File: config.mk
export PLATFORM = sky130hd
export DESIGN_NAME = exec_muldiv
export DESIGN_NICKNAME = d
export VERILOG_FILES = /design/src/rtl/exec_muldiv_pkg.sv /design/src/rtl/div_iter32.sv /design/src/rtl/exec_muldiv.sv
export SDC_FILE = /design/constraint.sdc
export NUM_CORES = 2
export LEC_CHECK = 0
export CORE_UTILIZATION = 63
export DETAILED_ROUTE_END_ITERATION = 8
export PLACE_DENSITY = 0.92
export SLEW_MARGIN = 20
export SYNTH_ARGS = -nofsm -noshare
export SYNTH_HDL_FRONTEND = slang
export SYNTH_SLANG_ARGS = --single-unit
File: constraint.sdc
create_clock -name clk -period 19 [get_ports clk]
set_input_delay 4.75 -clock clk [delete_from_list [all_inputs] [get_ports clk]]
set_output_delay 4.75 -clock clk [all_outputs]
set_load 0.1 [all_outputs]
File: src/rtl/exec_muldiv_pkg.sv
// rtl/exec_muldiv_pkg.sv - op codes and FSM states for the execute-stage mul/div unit
package exec_muldiv_pkg;

  localparam logic [4:0] ALU_NOP   = 5'd0;
  localparam logic [4:0] ALU_MULT  = 5'd1;
  localparam logic [4:0] ALU_MULTU = 5'd2;
  localparam logic [4:0] ALU_DIV   = 5'd3;
  localparam logic [4:0] ALU_DIVU  = 5'd4;
  localparam logic [4:0] ALU_MFHI  = 5'd5;
  localparam logic [4:0] ALU_MFLO  = 5'd6;
  localparam logic [4:0] ALU_MTHI  = 5'd7;
  localparam logic [4:0] ALU_MTLO  = 5'd8;

  typedef enum logic [1:0] {
    ST_IDLE = 2'd0,
    ST_MUL  = 2'd1,
    ST_DIV  = 2'd2,
    ST_DONE = 2'd3
  } state_t;

endpackage

File: src/rtl/div_iter32.sv
// rtl/div_iter32.sv - unsigned restoring divider, one quotient bit per clock
module div_iter32 #(
  parameter int W = 32
) (
  input  logic         clk,
  input  logic         rst,
  input  logic         start,
  input  logic [W-1:0] dividend,
  input  logic [W-1:0] divisor,
  output logic         done,
  output logic [W-1:0] quotient,
  output logic [W-1:0] remainder
);

  localparam int CW = $clog2(W);

  logic          active;
  logic [CW-1:0] count;
  logic [W-1:0]  rem_q;
  logic [W-1:0]  quo_q;
  logic [W-1:0]  dvs_q;
  logic [W:0]    shifted;
  logic [W:0]    trial;
  logic [W-1:0]  rem_next;
  logic [W-1:0]  quo_next;

  // A zero divisor never borrows, so it naturally yields all-ones and rem=dividend.
  always_comb begin
    shifted  = {rem_q, quo_q[W-1]};
    trial    = shifted - {1'b0, dvs_q};
    rem_next = trial[W] ? shifted[W-1:0] : trial[W-1:0];
    quo_next = {quo_q[W-2:0], ~trial[W]};
  end

  assign done      = active && (count == CW'(W-1));
  assign quotient  = quo_next;
  assign remainder = rem_next;

  always_ff @(posedge clk) begin
    if (rst) begin
      active <= 1'b0;
      count  <= '0;
      rem_q  <= '0;
      quo_q  <= '0;
      dvs_q  <= '0;
    end else if (start) begin
      active <= 1'b1;
      count  <= '0;
      rem_q  <= '0;
      quo_q  <= dividend;
      dvs_q  <= divisor;
    end else if (active) begin
      rem_q  <= rem_next;
      quo_q  <= quo_next;
      count  <= count + 1'b1;
      if (done) active <= 1'b0;
    end
  end

endmodule

File: src/rtl/exec_muldiv.sv
// rtl/exec_muldiv.sv - execute-stage MULT/DIV unit with HI/LO and pipeline stall request
module exec_muldiv
  import exec_muldiv_pkg::*;
#(
  parameter int DATA_WIDTH   = 32,
  parameter int ALU_OP_WIDTH = 5
) (
  input  logic                    clk,
  input  logic                    rst,
  input  logic                    flush,
  input  logic [ALU_OP_WIDTH-1:0] alu_op_in,
  input  logic [DATA_WIDTH-1:0]   rs_in,
  input  logic [DATA_WIDTH-1:0]   rt_in,
  output logic                    stall_req,
  output logic [DATA_WIDTH-1:0]   result,
  output logic [DATA_WIDTH-1:0]   hi_out,
  output logic [DATA_WIDTH-1:0]   lo_out,
  output logic                    busy
);

  localparam int W = DATA_WIDTH;

  state_t          state, state_next;
  logic [W-1:0]    hi, lo;
  logic [W-1:0]    mul_a, mul_b;
  logic            mul_signed;
  logic            q_neg, r_neg, div_by_zero;
  logic            is_mult, is_multu, is_div, is_divu, is_mfhi, is_mflo, is_mthi, is_mtlo;
  logic            start_mul, start_div;
  logic [W-1:0]    div_a, div_b;
  logic [2*W-1:0]  ext_a, ext_b, product;
  logic            div_rst, div_done;
  logic [W-1:0]    div_quo, div_rem;

  always_comb begin
    is_mult  = (alu_op_in == ALU_OP_WIDTH'(ALU_MULT));
    is_multu = (alu_op_in == ALU_OP_WIDTH'(ALU_MULTU));
    is_div   = (alu_op_in == ALU_OP_WIDTH'(ALU_DIV));
    is_divu  = (alu_op_in == ALU_OP_WIDTH'(ALU_DIVU));
    is_mfhi  = (alu_op_in == ALU_OP_WIDTH'(ALU_MFHI));
    is_mflo  = (alu_op_in == ALU_OP_WIDTH'(ALU_MFLO));
    is_mthi  = (alu_op_in == ALU_OP_WIDTH'(ALU_MTHI));
    is_mtlo  = (alu_op_in == ALU_OP_WIDTH'(ALU_MTLO));
    start_mul = (state == ST_IDLE) && !flush && (is_mult || is_multu);
    start_div = (state == ST_IDLE) && !flush && (is_div || is_divu);
    div_a = (is_div && rs_in[W-1]) ? -rs_in : rs_in;
    div_b = (is_div && rt_in[W-1]) ? -rt_in : rt_in;
  end

  // Extending to 2W bits lets one multiplier serve both signed and unsigned products.
  assign ext_a   = {{W{mul_signed & mul_a[W-1]}}, mul_a};
  assign ext_b   = {{W{mul_signed & mul_b[W-1]}}, mul_b};
  assign product = ext_a * ext_b;

  assign div_rst = rst || flush;

  div_iter32 #(.W(W)) u_div (
    .clk       (clk),
    .rst       (div_rst),
    .start     (start_div),
    .dividend  (div_a),
    .divisor   (div_b),
    .done      (div_done),
    .quotient  (div_quo),
    .remainder (div_rem)
  );

  always_comb begin
    state_next = state;
    case (state)
      ST_IDLE: begin
        if (start_mul)      state_next = ST_MUL;
        else if (start_div) state_next = ST_DIV;
      end
      ST_MUL:  state_next = ST_DONE;
      ST_DIV:  if (div_done) state_next = ST_DONE;
      default: state_next = ST_IDLE;
    endcase
    if (flush) state_next = ST_IDLE;
  end

  always_ff @(posedge clk) begin
    if (rst) begin
      state       <= ST_IDLE;
      hi          <= '0;
      lo          <= '0;
      mul_a       <= '0;
      mul_b       <= '0;
      mul_signed  <= 1'b0;
      q_neg       <= 1'b0;
      r_neg       <= 1'b0;
      div_by_zero <= 1'b0;
    end else begin
      state <= state_next;
      if (start_mul) begin
        mul_a      <= rs_in;
        mul_b      <= rt_in;
        mul_signed <= is_mult;
      end
      if (start_div) begin
        q_neg       <= is_div && (rs_in[W-1] ^ rt_in[W-1]);
        r_neg       <= is_div && rs_in[W-1];
        div_by_zero <= (rt_in == '0);
      end
      if (!flush) begin
        if (state == ST_MUL) begin
          {hi, lo} <= product;
        end else if (state == ST_DIV && div_done) begin
          hi <= r_neg ? -div_rem : div_rem;
          lo <= div_by_zero ? '1 : (q_neg ? -div_quo : div_quo);
        end else if (state == ST_IDLE) begin
          if (is_mthi) hi <= rs_in;
          if (is_mtlo) lo <= rs_in;
        end
      end
    end
  end

  always_comb begin
    result = '0;
    if (is_mfhi)      result = hi;
    else if (is_mflo) result = lo;
  end

  assign stall_req = start_mul || start_div || (state == ST_MUL) || (state == ST_DIV);
  assign busy      = (state != ST_IDLE);
  assign hi_out    = hi;
  assign lo_out    = lo;

endmodule
# Yosys cells after proc, flatten, opt, wreduce, memory -nomap -nowiden
# Index checks and enable logic that the tools add are counted.
word_totals:
  reg_bits: 236
  inputBits: 72
  out_inout_bits: 98
classes:
  addsub: 6
  multipliers: 1
  eq_ne: 13
  n_mux: 25
  bitwise_logic: 5
  reduce_logical: 27
op_table:
  columns: ["op", "n"]
  rows:
  - ["$mux W32", 18]
  - ["$neg A32 Y32", 4]
  - ["$mul A33 B33 Y64", 1]
  - ["$sub A33 B32 Y33", 1]
  - ["$logic_not A32 Y1", 1]
  - ["$eq A5 B3 Y1 const B", 4]
  - ["$eq A5 B2 Y1 const B", 2]
  - ["$reduce_bool A3 Y1", 3]
  - ["$logic_and A1 B1 Y1", 8]
  - ["$logic_or A1 B1 Y1", 6]
  - ["$mux W2", 3]
  - ["$pmux W2 S3", 1]
  - ["$reduce_and A3 Y1", 2]
  - ["$add A5 B1 Y5 const B", 1]
  - ["$eq A5 B1 Y1 const B", 1]
  - ["$eq A5 B4 Y1 const B", 1]
  - ["$eq A5 B5 Y1 const B", 1]
  - ["$reduce_bool A2 Y1", 2]
  - ["$reduce_or A2 Y1", 2]
  - ["$mux W1", 3]
  - ["$ne A3 B3 Y1 const B", 1]
  - ["$and A1 B1 Y1", 2]
  - ["$eq A2 B1 Y1 const B", 1]
  - ["$eq A2 B2 Y1 const B", 1]
  - ["6 further kinds", 7]

# Logic depth before layout (Yosys ltp)
depth:
  ltp_word: 7
  mapped_depth: 32
  depth_no_buf: 30

# Hierarchy
# A second synthesis with hierarchy kept.
hier_totals:
  cells_unflattened: 6207
  area_unflattened_um2: 53286.1
modules_own_cells:
  columns: ["mod", "instances", "cells_per_inst", "area_each_um2", "seq_area_each_um2"]
  rows:
  - ["exec_muldiv", 1, 5407, 46788.6, 2682.6]
  - ["div_iter32", 1, 800, 6497.5, 2042.0]

# Worst setup path after synthesis
# No wires, ideal clock.
synth_timing:
  path_kind: "input-to-output"
  from: "input port alu_op_in[1]"
  to: "output port result[10]"
  arrival_ns: 6.600
  required_time_ns: 14.250
  path_slack_ns: 7.650
  stages: 5
  path_buffers: 2
  cell_sequence: "clkbuf_1 -> nand2_1 -> nor4_1 -> clkbuf_1 -> a22o_1"
synth_between:
  elab_chain_len: 3
synth_lines:
  columns: ["element", "line_no", "rtl"]
  rows:
  - ["from (decl)", "exec_muldiv.sv:11", "input logic [ALU_OP_WIDTH-1:0] alu_op_in,"]
  - ["$eq A5 B3 Y1", "exec_muldiv.sv:41", "is_mflo = (alu_op_in == ALU_OP_WIDTH'(ALU_MFLO));"]
  - ["$mux W32", "exec_muldiv.sv:122", "else if (is_mflo) result = lo;"]
  - ["$mux W32 (*)", "exec_muldiv.sv:121", "if (is_mfhi) result = hi;"]
  - ["to (decl)", "exec_muldiv.sv:15", "output logic [DATA_WIDTH-1:0] result,"]
# Mark *: on every way between the ends. The rest lies on a longest branch, timed or not.

# Worst setup path in the final report
layout_timing:
  from: "input port flush"
  to: "output port stall_req"
layout_between:
  elab_chain_len: 6
layout_lines:
  columns: ["element", "line_no", "rtl"]
  rows:
  - ["from (decl)", "exec_muldiv.sv:10", "input logic flush,"]
  - ["$logic_not A1 Y1 (*)", null, null]
  - ["$logic_and A1 B1 Y1 (*)", "exec_muldiv.sv:44, exec_muldiv.sv:45", null]
  - ["$logic_and A1 B1 Y1, on equally long branches", "exec_muldiv.sv:44, exec_muldiv.sv:45", null]
  - ["$logic_or A1 B1 Y1 (*) (3 in a row)", "exec_muldiv.sv:125", "assign stall_req = start_mul || start_div || (state == ST_MUL) || (state == ST_DIV);"]
  - ["to (decl)", "exec_muldiv.sv:14", "output logic stall_req,"]
# Marked as above.

==> results_dict.tcl <==
set metrics [dict create \
    run_status "finished, final reports clean" \
    hp-start "mul_b[3]" \
    clock_latency_ns 0.57 \
    hold_class "reg2reg" \
    grt_max_degree 85 \
    yosysUniqueCellTypes 94 \
    synth-seq-cells 236 \
    cts_setup_buffers 0 \
    die_area_um2 85800 \
    leakage_nw 26.37 \
    worstMarginPinSlew_ns 1.155 \
    hold_violations 0 \
    synth.area.top_cells "fa_1 (42%), dfxtp_1 (8.9%), inv_1 (8.4%)" \
    grt_setup_unrepaired "no" \
    placed_area_um2 55710 \
    cp-start-kind "primary input" \
    final_net_count 7561 \
    hpwl_mm 128.5 \
    max-cap-violations 0 \
    yosysTopAreaCellShare 0.4228 \
    maxSlewHeadroom 0.2292 \
    worst_path_max_delay_cell "clkdlybuf4s50_1" \
    cts_root_buffer "clkbuf_16" \
    min_to "mul_b[3]" \
    cts_tree "done" \
    maxSlewViolCount 0 \
    post_cts_resized 0 \
    place.gp.congestion 0.9984 \
    worst_r2r_endpoint "hi_out[24]" \
    firstDrtPassIters 8 \
    numPortBuffers 169 \
    antenna_left 0 \
    rows 106 \
    fillers 6145 \
    arrival_ns 8.52 \
    core_area_um2 83690 \
    antenna_found_initial 4 \
    synth_nets 7653 \
    power_mw 1.383 \
    fin_tns_setup_ns 0 \
    routed_wirelength_mm 163.7 \
    syn_area_per_cell_um2 8.599 \
    start_util 0.6371 \
    synth_edf_count 0 \
    numCtsBuffers 27 \
    async_reset_ff_frac 0 \
    die_w_um 292.9 \
    syn_inst 6201 \
    finalSetupViolations 0 \
    reg2reg_setup_slack_ns 8.54 \
    synth_seq_area_share 0.08861 \
    viasPerCell 6.247 \
    fin_worst_skew_ns 0.02346 \
    wl_per_cell_um 22.53 \
    yosys_most_used_dff "dfxtp_1" \
    timing.rr.start "mul_a[31]" \
    ys_warn_count 0 \
    reg2reg_depth 27 \
    grt_pass1_wl_mm 262.0 \
    path_common_cell "clkdlybuf4s50_1" \
    p_per_area_nw_per_um2 24.39 \
    path_class "in2out" \
    yosysTopAreaCell "fa_1" \
    holdPathStages 2 \
    post-route-period-util 0.6983 \
    final_layout_size_suffix_gt1_frac 0.03393 \
    clkTransAtPathRegs_ns 0.07 \
    vias 45390 \
    fmax_mhz 75.37 \
    timing.critical_path.cells "clkdlybuf4s50_1 > nor4_1 > and2_2 > buf_4 > or4_1 > clkdlybuf4s50_1" \
    drc 0 \
    synthToLayoutAreaGrowth_pct 6.331 \
    slowest_delay_ns 1.14 \
    cts_sinks 236 \
    synth_area_um2 53320 \
    grt-ovfl-total 0 \
    grt_pass1_vias 49200 \
    end_kind "output pin" \
    die_height_um 292.9 \
    finalCriticalPeriod_ns 13.27 \
    io_pins 170 \
    clockBufferDepth 3 \
    h-tree-depth 1 \
    grt_usage 0.3925 \
    drt_iter0_markers 4741 \
    cp.required_ns 14.25 \
    path_max_fanout 66 \
    peakVddDrop_mv 0.07755 \
    ctsHoldBuffers 0 \
    design_area_um2 56700 \
]
==> sequential cells by signal, indices dropped and copies added, names as in the netlist <==
signal and cells:
div_by_zero 1, mul_b 32, u_div.active 1, q_neg 1, mul_a 32, u_div.count 5
u_div.rem_q 32, mul_signed 1, hi_out 32, u_div.dvs_q 32, u_div.quo_q 32, r_neg 1
state 2, lo_out 32
==> placed cells by master (no fill, tap or decap), types with 33 or more instances in the layout <==
cell             count
nor3_1              33
a21o_1              60
fa_1              1126
a22o_1              35
nor2_1             265
nand3_1             36
a211oi_1           111
o211ai_1            39
xnor2_1            121
o22ai_1             36
o21ai_0            115
buf_4               91
nand2_1            996
ha_1               253
and2_1             358
and3_1              38
inv_1             1187
dfxtp_1            233
xor2_1              85
mux2i_1             64
clkdlybuf4s50_1    168
a21oi_1            211
==> synth_stat cells (all sizes together) (19+ instances only) <==
| library cell | number |
|---|---|
| a21o | 60 |
| o211ai | 39 |
| and2 | 359 |
| fa | 1126 |
| and3 | 40 |
| o21a | 21 |
| a21oi | 218 |
| or3 | 19 |
| nor3 | 34 |
| o22ai | 36 |
| a211oi | 113 |
| inv | 1188 |
| nand2 | 1000 |
| clkbuf | 358 |
| xnor2 | 121 |
| ha | 254 |
| dfxtp | 236 |
| buf | 22 |
| or2 | 19 |
| o31ai | 30 |
| a22o | 36 |
| nor4 | 27 |
| o21ai | 125 |
| nand3 | 36 |
| nand2b | 23 |
| xor2 | 85 |
| mux2i | 64 |
| nor2 | 266 |
| a31oi | 32 |
==> worst max-delay path by stage <==
stage	end	cells after the start	startpoint
floorplan	result[10]	5	alu_op_in[1]
global placement	stall_req	6	flush
detailed placement	stall_req	6	flush
CTS	stall_req	6	flush
global route	stall_req	6	flush
finish	stall_req	6	flush
==> cell type report <==
type                       instances  area, µm²  share of cell area
sequential                       236       4731             0.08344
tap                             1134       1419             0.02503
antenna                            1      2.502          0.00004414
clock buffer                      35      755.7             0.01333
inverter                        1189       4463             0.07872
timing repair buffer             259       2365             0.04171
clock inverter                    15      222.7            0.003928
multi-input combinational       4396      42740              0.7538
==> critical path, delay by kind of cell <==
| kind | cells | cell delay [ns] |
|---|---|---|
| AND/OR/NAND/NOR | 3 | 1.18 |
| buffers and inverters | 3 | 2.55 |
==> power breakdown <==
part,total (mW),internal (mW),switching (mW)
clock network,0.584,0.350,0.234
logic,0.292,0.0908,0.201
registers,0.507,0.500,0.00697
total,1.38,0.940,0.443
==> per-stage QoR <==
stage | hold slack (ns) | utilization | setup slack, ns | instances
2_1_floorplan | 0.4406 | - | 7.650 | 6201
3_3_place_gp | 0.4421 | 0.6657 | 5.876 | 7214
3_5_place_dp | 0.4470 | 0.6657 | 5.769 | 7214
4_1_cts | 0.4556 | 0.6774 | 5.766 | 7264
5_1_grt | 0.4744 | 0.6775 | 5.566 | 7265
6_report | 0.4575 | 0.6775 | 5.732 | 7265
==> routing by layer <==
metal / part of all wire / track usage
met2: 0.48 / 0.6459
met5: 0.00023 / 0
met3: 0.11 / 0.07655
met1: 0.34 / 0.4717
met4: 0.079 / 0.2574
==> cells by family (layout without fill, tap and decap cells) <==
logic type | Yosys count | in the layout | share of synthesized area
simple gates | 1897 | 1897 | 0.1643
buf+inv | 1569 | 1498 | 0.1110
fa+ha+maj | 1380 | 1380 | 0.4824
compound gates | 846 | 846 | 0.1072
flops | 236 | 236 | 0.08861
xor+xnor | 206 | 206 | 0.03384
mux | 67 | 67 | 0.01265
other cells | 0 | 1 | 0
Power figures use the tool's default switching activity.
